`src/rtl/mul_float_cal.sv`:
```
// mul_float_cal: 3-stage custom-float multiplier producing a signed 32-bit integer (rev 1.0).
// Optional macro MUL_FLOAT_CAL_SATURATE_EN: saturate on overflow or exponent 0xFF.
`default_nettype none

module mul_float_cal (
  input  logic        iCLOCK,
  input  logic        iRESET_SYNC,
  input  logic        inRESET,
  input  logic        iDATA_REQ,
  output logic        oDATA_BUSY,
  input  logic [31:0] iDATA_A,
  input  logic [31:0] iDATA_B,
  output logic        oDATA_VALID,
  input  logic        iDATA_BUSY,
  output logic [31:0] oDATA
);

  localparam logic [9:0] EXP_BIAS2 = 10'd254;
  localparam logic [9:0] FRAC_POS  = 10'd46;

  logic        advance;
  logic        s1_valid, s1_sign_a, s1_sign_b;
  logic [7:0]  s1_exp_a, s1_exp_b;
  logic [23:0] s1_man_a, s1_man_b;
  logic        s2_valid, s2_sign, s2_zero;
  logic [9:0]  s2_exp;
  logic [47:0] s2_prod;
  logic [63:0] shifted;
  logic [9:0]  rsh_amt, lsh_amt;
  logic [31:0] result;

  assign advance    = !(oDATA_VALID && iDATA_BUSY);
  assign oDATA_BUSY = oDATA_VALID && iDATA_BUSY;
  assign rsh_amt    = FRAC_POS - s2_exp;
  assign lsh_amt    = s2_exp - FRAC_POS;

`ifdef MUL_FLOAT_CAL_SATURATE_EN
  logic s2_inf;
  logic overflow;
  logic unused_pin;
  assign unused_pin = &{1'b0, inRESET};
`else
  logic unused_bits;
  assign unused_bits = &{1'b0, inRESET, shifted[63:32]};
`endif

  // Magnitude = floor(P * 2^(e-46)); only the low 32 bits matter once overflow is handled.
  always_comb begin
    shifted = 64'd0;
    if (s2_exp[9]) begin
      shifted = 64'd0;
    end else if (s2_exp <= FRAC_POS) begin
      shifted = {16'd0, s2_prod >> rsh_amt};
    end else if (lsh_amt < 10'd64) begin
      shifted = {16'd0, s2_prod} << lsh_amt[5:0];
    end
  end

`ifdef MUL_FLOAT_CAL_SATURATE_EN
  assign overflow = !s2_exp[9] && ((s2_exp > FRAC_POS) || (|shifted[63:31]));
`endif

  always_comb begin
    result = s2_sign ? (32'd0 - shifted[31:0]) : shifted[31:0];
`ifdef MUL_FLOAT_CAL_SATURATE_EN
    if (overflow || s2_inf) begin
      result = s2_sign ? 32'h8000_0000 : 32'h7FFF_FFFF;
    end
`endif
    if (s2_zero) begin
      result = 32'd0;
    end
  end

  always_ff @(posedge iCLOCK) begin
    if (iRESET_SYNC) begin
      s1_valid    <= 1'b0;
      s2_valid    <= 1'b0;
      oDATA_VALID <= 1'b0;
      oDATA       <= 32'd0;
    end else if (advance) begin
      s1_valid    <= iDATA_REQ;
      s2_valid    <= s1_valid;
      oDATA_VALID <= s2_valid;
      if (s2_valid) begin
        oDATA <= result;
      end
    end
  end

  // Datapath registers carry no reset; the valid bits qualify them.
  always_ff @(posedge iCLOCK) begin
    if (advance) begin
      if (iDATA_REQ) begin
        s1_exp_a  <= iDATA_A[31:24];
        s1_exp_b  <= iDATA_B[31:24];
        s1_sign_a <= iDATA_A[23];
        s1_sign_b <= iDATA_B[23];
        s1_man_a  <= {1'b1, iDATA_A[22:0]};
        s1_man_b  <= {1'b1, iDATA_B[22:0]};
      end
      s2_prod <= {24'd0, s1_man_a} * {24'd0, s1_man_b};
      s2_exp  <= {2'b00, s1_exp_a} + {2'b00, s1_exp_b} - EXP_BIAS2;
      s2_sign <= s1_sign_a ^ s1_sign_b;
      s2_zero <= (s1_exp_a == 8'd0) || (s1_exp_b == 8'd0);
`ifdef MUL_FLOAT_CAL_SATURATE_EN
      s2_inf  <= (s1_exp_a == 8'hFF) || (s1_exp_b == 8'hFF);
`endif
    end
  end

endmodule

`default_nettype wire

```
`config.mk`:
```
export PLATFORM = sky130hd
export DESIGN_NAME = mul_float_cal
export DESIGN_NICKNAME = d
export VERILOG_FILES = /design/src/rtl/mul_float_cal.sv
export SDC_FILE = /design/constraint.sdc
export NUM_CORES = 2
export LEC_CHECK = 0
export CAP_MARGIN = 10
export CORE_UTILIZATION = 45
export DETAILED_ROUTE_END_ITERATION = 6
export HOLD_SLACK_MARGIN = 0.05
export PLACE_DENSITY_LB_ADDON = 0.3
export SLEW_MARGIN = 10
export SYNTH_ARGS = -nofsm -noshare
export SYNTH_HDL_FRONTEND = slang
export SYNTH_SLANG_ARGS = --single-unit
export TNS_END_PERCENT = 20
```
`constraint.sdc`:
```
create_clock -name iCLOCK -period 7.32 [get_ports iCLOCK]
set_clock_uncertainty 0.2 [all_clocks]
set_input_delay 1.098 -clock iCLOCK [delete_from_list [all_inputs] [get_ports iCLOCK]]
set_output_delay 1.098 -clock iCLOCK [all_outputs]
set_load 0.05 [all_outputs]
```
* Word level (Yosys, flattened, before mapping)
Cells that the tools add are included.
** Storage, ports and cells
- Input port bits :: 69
- Register bits :: 159
- Output and inout bits :: 34
- Word-level logic and storage cells :: 37
** Operators by class
- Shifts and indexed selects :: 2
- Mux-type cells :: 5
- Multipliers :: 1
- Magnitude comparators :: 2
- $add $sub $neg :: 5
- Reductions and logical operators :: 6
- Bitwise gates (word level) :: 2
** Operator list (number)
- 32-bit 2-to-1 mux :: 5
- 24-bit by 24-bit multiplier with 48-bit output :: 1
- 48-bit by 6-bit left shift with 32-bit output :: 1
- 48-bit by 10-bit right shift with 32-bit output :: 1
- 1-bit by 32-bit subtractor with 32-bit output (first input constant) :: 1
- 8-bit logical NOT :: 2
- 10-bit by 6-bit <= comparator with 1-bit output (second input constant) :: 1
- 10-bit by 7-bit less-than comparator with 1-bit output (second input constant) :: 1
- 10-bit by 6-bit subtractor with 10-bit output (second input constant) :: 1
- 6-bit by 10-bit subtractor with 10-bit output (first input constant) :: 1
- 9-bit by 8-bit subtractor with 10-bit output (second input constant) :: 1
- 8-bit by 8-bit adder with 9-bit output :: 1
- 2-bit AND reduction :: 2
- 1-bit logical AND :: 1
- 1-bit logical OR :: 1
- 1-bit NOT :: 1
- 1-bit XOR :: 1

* Longest topological paths before layout
- Depth in word-level cells :: 8
- Gate-level depth with buffers :: 28
- Depth with buffers taken out :: 27

* Least setup slack after synthesis
OpenSTA, ideal clock, no wires.
- Kind :: register -> register
- Start point :: reg s1_man_a[18]
- End point :: reg s2_prod[46], data pin
- Setup time :: 0.258 ns
- Cell stages (with the launch flop) :: 27
- Data arrival time :: 6.635 ns
- Path slack :: 0.228 ns
- Cells stage by stage :: edfxtp_1 -> clkbuf_1 -> nand2_1 -> fa_1 -> inv_1 -> fa_1 -> inv_1 -> fa_1 -> fa_1 -> inv_1 -> fa_1 -> fa_1 -> inv_1 -> fa_1 -> inv_1 -> ha_1 -> a21o_1 -> a21oi_1 -> o21bai_1 -> a41oi_1 -> o211ai_1 -> o21ai_0 -> o21ai_0 -> a211oi_1 -> o21ai_0 -> a21oi_1 -> xnor2_1
** Between the ends
- Cells in the longest elaborated chain, start to end :: 1
** RTL lines
- start, declared :: RTL line 24 : logic [23:0] s1_man_a, s1_man_b;
- start signal, assigned :: RTL line 99 : s1_man_a <= {1'b1, iDATA_A[22:0]};
- 24-bit by 24-bit multiplier with 48-bit output :: RTL line 102 : s2_prod <= {24'd0, s1_man_a} * {24'd0, s1_man_b};
- end signal, assigned :: RTL line 102
- end, declared :: RTL line 27 : logic [47:0] s2_prod;
No other way between the ends.
A chain may end at the register's enable or synchronous reset.

* Final worst setup path
- Start point :: reg s1_man_b[12]
- End point :: reg s2_prod[47], data pin
** Between the ends
- Cells in the longest elaborated chain, start to end :: 1
** RTL lines
- start, declared :: RTL line 24
- start signal, assigned :: RTL line 100 : s1_man_b <= {1'b1, iDATA_B[22:0]};
- 24-bit by 24-bit multiplier with 48-bit output :: RTL line 102
No other way between the ends.

==> impl_metrics.toml <==
[outcome]
outcome = "complete, but fails checks"
violated_checks = "DRC"

[grt]
globalRouteOverflowTotal = 0
global_route.peak_usage_layer = "met2"
grt_first_pass_wirelength_mm = 127
grt_antenna_before_repair = 0
first_global_vias = 23100
globalRouteMet3Util = 0.0305
groute.usage.overall = 0.242
grt_use_met2 = 0.402
global_routing_met1_resource_utilization = 0.325
grt_max_degree = 108

[flow_run]
max_cap_violations = 0

[floorplanning]
chipWidth_um = 261
start_util = 0.456
floorplan.core_area_um2 = 66000
num_rows = 94
ios = 103
die_area_um2 = 67900
die_height_um = 261

[timing]
hold_slack_ps = 243
slew_headroom = 0.283
final-max-slew-violation-count = 0
fmaxAchievable_mhz = 140
worstMarginPinSlew_ps = 1070
timing.final.hold_violations = 0
rsz0062_at_grt = "true"
finalCriticalPeriod_ps = 7150
finalCritPeriodShare = 0.976
setup_ws_post_layout_ps = 174
timing.final.setup_violations = 0
fin_tns_setup_ps = 0

[logic_synthesis]
largest_family_of_logic_cells_by_synthesized_area = "adder cells"
post_synth_inst_count = 3126
avgSynthCellArea_um2 = 9.62
synth.top_cells.by_area = "sky130_fd_sc_hd__fa_1, sky130_fd_sc_hd__edfxtp_1, sky130_fd_sc_hd__ha_1"
yosysSeqAreaShare = 0.147
yosys_warnings = 0
synthMuxAreaShare = 0.0947
synth-seq-cells = 159
xor_xnor_share_of_the_synthesized_area = 0.0279
asyncSetResetFlopFracSynth = 0
synth_fa_ha_area_frac = 0.401
synth_simple_gate_area_frac = 0.141
synth_compound_area_frac = 0.0866
ys_dominant_reg_cell = "sky130_fd_sc_hd__edfxtp_1"
post_synth_num_cell_types = 88
most_area_hungry_cell_type_in_the_yosys_netlist = "sky130_fd_sc_hd__fa_1"
cell_area_after_synthesis_um2 = 30100
synth-edff-count = 124
synth.net_count = 3870
synth_top_area_frac = 0.322

[cells_and_area]
register_area_um2 = 4420
n_fill_cell = 5915
layout.nets = 4093
antenna_cells_inserted = 0
drive_gt1_frac = 0.158
multiInputGateArea_um2 = 23100
area.growth.synth_to_final_pct = 16.3
final_core_utilization = 0.530

[detailed_routing]
count_of_routing_violations_after_the_opening_detailed_route_iteration = 1582
post_drt_wl_per_cell_um = 18.9
post_drt_via_cell_ratio = 5.39
first_pass_iters = 7
vias = 22800
remaining_drc_errors = 16
routed_wirelength_mm = 80.1
final_antenna_net_count = 0

[hold_path]
worst_hold_path.num_cells = 2
hold_wc_path_type = "reg -> reg"

[critical_path]
critical_path.startpoint_type = "flop"
ff2ff_path_depth = 27
worst_setup_path_end_kind = "flop"
worst_ep_arrival_time_ps = 7180
critical_path.max_fanout = 7
setup.worst_path.class = "reg -> reg"
crit_required_ps = 7360

[clocking]
htreeDepth = 4
tritoncts = "yes"
worst_setup_hold_path_clk_slew_ps = 80
cts_hold_buf = 0
clock_sink_count = 159
number_of_buffers_on_the_longest_clock_path = 2
clock_latency_ps = 490
clk_root_buffer_cell = "sky130_fd_sc_hd__clkbuf_16"
cts_buffers = 17

[place]
gp_congestion = 0.963
detailed_place_hpwl_mm = 66.7
numPortBuffers = 101
worst_case_setup_slack_after_placement_ps = -235
placed cells by master (no fill, tap or decap), drive strengths merged, types with 13 or more instances in the layout:
cell | synthesis | final
nand2 | 387 | 387
mux2 | 29 | 29
nor3 | 24 | 24
nand3 | 47 | 47
nor2 | 70 | 70
clkbuf | 110 | 18
a21oi | 69 | 69
a211oi | 18 | 18
mux2i | 64 | 64
o21ai | 99 | 99
a21o | 30 | 30
xnor2 | 60 | 60
ha | 191 | 191
inv | 594 | 602
edfxtp | 124 | 124
o211ai | 13 | 13
dfxtp | 35 | 35
a31oi | 30 | 30
nand2b | 17 | 17
fa | 484 | 484
mux4 | 83 | 83
xor2 | 34 | 34
o21a | 13 | 13
clkdlybuf4s50 | 0 | 101
o22ai | 13 | 13
o31ai | 18 | 18
buf | 61 | 273
and2 | 253 | 253
sequential cells by signal, summed over array words and instances, names as in the netlist:
signal and count:
s1_sign_b 1, s1_man_b 23, s2_sign 1, s1_man_a 23
s1_exp_b 8, s1_sign_a 1, s1_valid 1, s2_valid 1
oDATA_VALID 1, s1_exp_a 8, oDATA 32, s2_exp 10
s2_prod 48, s2_zero 1
cell type report:
cell class	instances	area share
multi-input combinational	2198	0.659
inverter	598	0.0643
tap	864	0.0309
sequential	159	0.126
clock inverter	15	0.00543
clock buffer	17	0.0122
timing repair buffer	375	0.102
cells in the mapped netlist (9+ instances only):
| cell | n |
|---|---|
| sky130_fd_sc_hd__a211oi_1 | 18 |
| sky130_fd_sc_hd__a21o_1 | 30 |
| sky130_fd_sc_hd__a21oi_1 | 69 |
| sky130_fd_sc_hd__a31oi_1 | 30 |
| sky130_fd_sc_hd__and2_1 | 252 |
| sky130_fd_sc_hd__buf_1 | 9 |
| sky130_fd_sc_hd__buf_2 | 32 |
| sky130_fd_sc_hd__buf_4 | 12 |
| sky130_fd_sc_hd__clkbuf_1 | 110 |
| sky130_fd_sc_hd__dfxtp_1 | 35 |
| sky130_fd_sc_hd__edfxtp_1 | 124 |
| sky130_fd_sc_hd__fa_1 | 484 |
| sky130_fd_sc_hd__ha_1 | 191 |
| sky130_fd_sc_hd__inv_1 | 594 |
| sky130_fd_sc_hd__mux2_2 | 27 |
| sky130_fd_sc_hd__mux2i_1 | 64 |
| sky130_fd_sc_hd__mux4_2 | 80 |
| sky130_fd_sc_hd__nand2_1 | 387 |
| sky130_fd_sc_hd__nand2b_1 | 17 |
| sky130_fd_sc_hd__nand3_1 | 47 |
| sky130_fd_sc_hd__nor2_1 | 70 |
| sky130_fd_sc_hd__nor3_1 | 24 |
| sky130_fd_sc_hd__o211ai_1 | 13 |
| sky130_fd_sc_hd__o21a_1 | 13 |
| sky130_fd_sc_hd__o21ai_0 | 89 |
| sky130_fd_sc_hd__o21ai_1 | 10 |
| sky130_fd_sc_hd__o21bai_1 | 12 |
| sky130_fd_sc_hd__o22ai_1 | 12 |
| sky130_fd_sc_hd__o31ai_1 | 16 |
| sky130_fd_sc_hd__xnor2_1 | 59 |
| sky130_fd_sc_hd__xor2_1 | 33 |
repair_timing:
action,in CTS,in global routing
pin swaps,3,93
setup endpoints to repair,7,11
gates resized for setup,13,115
cloned,0,1
hold endpoints to repair,0,0
buffers inserted,1,30
final timing paths:
path / end / start / slack [ps]
min reg2reg: oDATA[29]$_SDFFE_PP0P_ / oDATA[29]$_SDFFE_PP0P_ / 240
min: oDATA[29]$_SDFFE_PP0P_ / oDATA[29]$_SDFFE_PP0P_ / 240
max reg2reg: s2_prod[47]$_DFFE_PN_ / s1_man_b[12]$_DFFE_PP_ / 170
max: s2_prod[47]$_DFFE_PN_ / s1_man_b[12]$_DFFE_PP_ / 170
cells by family (layout without fill, tap and decap cells):
family                   count (synthesis)  in the layout
AO/OA/AOI/OAI                          391            391
multiplexers                           176            176
buffers and inverters                  769           1005
XOR/XNOR                                94             94
adder cells (fa/ha/maj)                675            675
flip-flops                             159            159
AND/OR/NAND/NOR                        862            862
critical path: stages (launching register included):
cell	delay (ps)
sky130_fd_sc_hd__edfxtp_1	560
sky130_fd_sc_hd__buf_6	180
sky130_fd_sc_hd__buf_6	110
sky130_fd_sc_hd__nand2_1	80
sky130_fd_sc_hd__fa_1	540
sky130_fd_sc_hd__inv_1	50
sky130_fd_sc_hd__fa_1	480
sky130_fd_sc_hd__inv_1	50
sky130_fd_sc_hd__fa_1	500
sky130_fd_sc_hd__inv_2	50
sky130_fd_sc_hd__fa_2	560
sky130_fd_sc_hd__fa_1	460
sky130_fd_sc_hd__fa_1	520
sky130_fd_sc_hd__fa_1	520
sky130_fd_sc_hd__ha_1	340
sky130_fd_sc_hd__buf_6	140
sky130_fd_sc_hd__a21oi_4	150
sky130_fd_sc_hd__nand2_2	80
sky130_fd_sc_hd__nor4_4	200
sky130_fd_sc_hd__buf_4	150
sky130_fd_sc_hd__nand2b_1	60
sky130_fd_sc_hd__a21oi_2	100
sky130_fd_sc_hd__buf_4	140
sky130_fd_sc_hd__o31a_1	190
sky130_fd_sc_hd__o21bai_1	90
sky130_fd_sc_hd__a21oi_2	190
sky130_fd_sc_hd__o21ai_2	90
sky130_fd_sc_hd__xnor2_1	120
metal layers:
metal,part of all wire,vias to the layer above
met5,0,-
met4,0.035,0
met3,0.046,133
met2,0.49,641
met1,0.43,11500
li1,-,10500
through the flow:
stage	std cells	cell area, um^2
2_1_floorplan	3126	30100
3_3_place_gp	4162	33600
3_5_place_dp	4162	33600
4_1_cts	4195	34300
5_1_grt	4226	35000
6_report	4226	35000
Power is not shown: default switching activity piles up to over one toggle a cycle in this logic, so the estimate is an artifact.
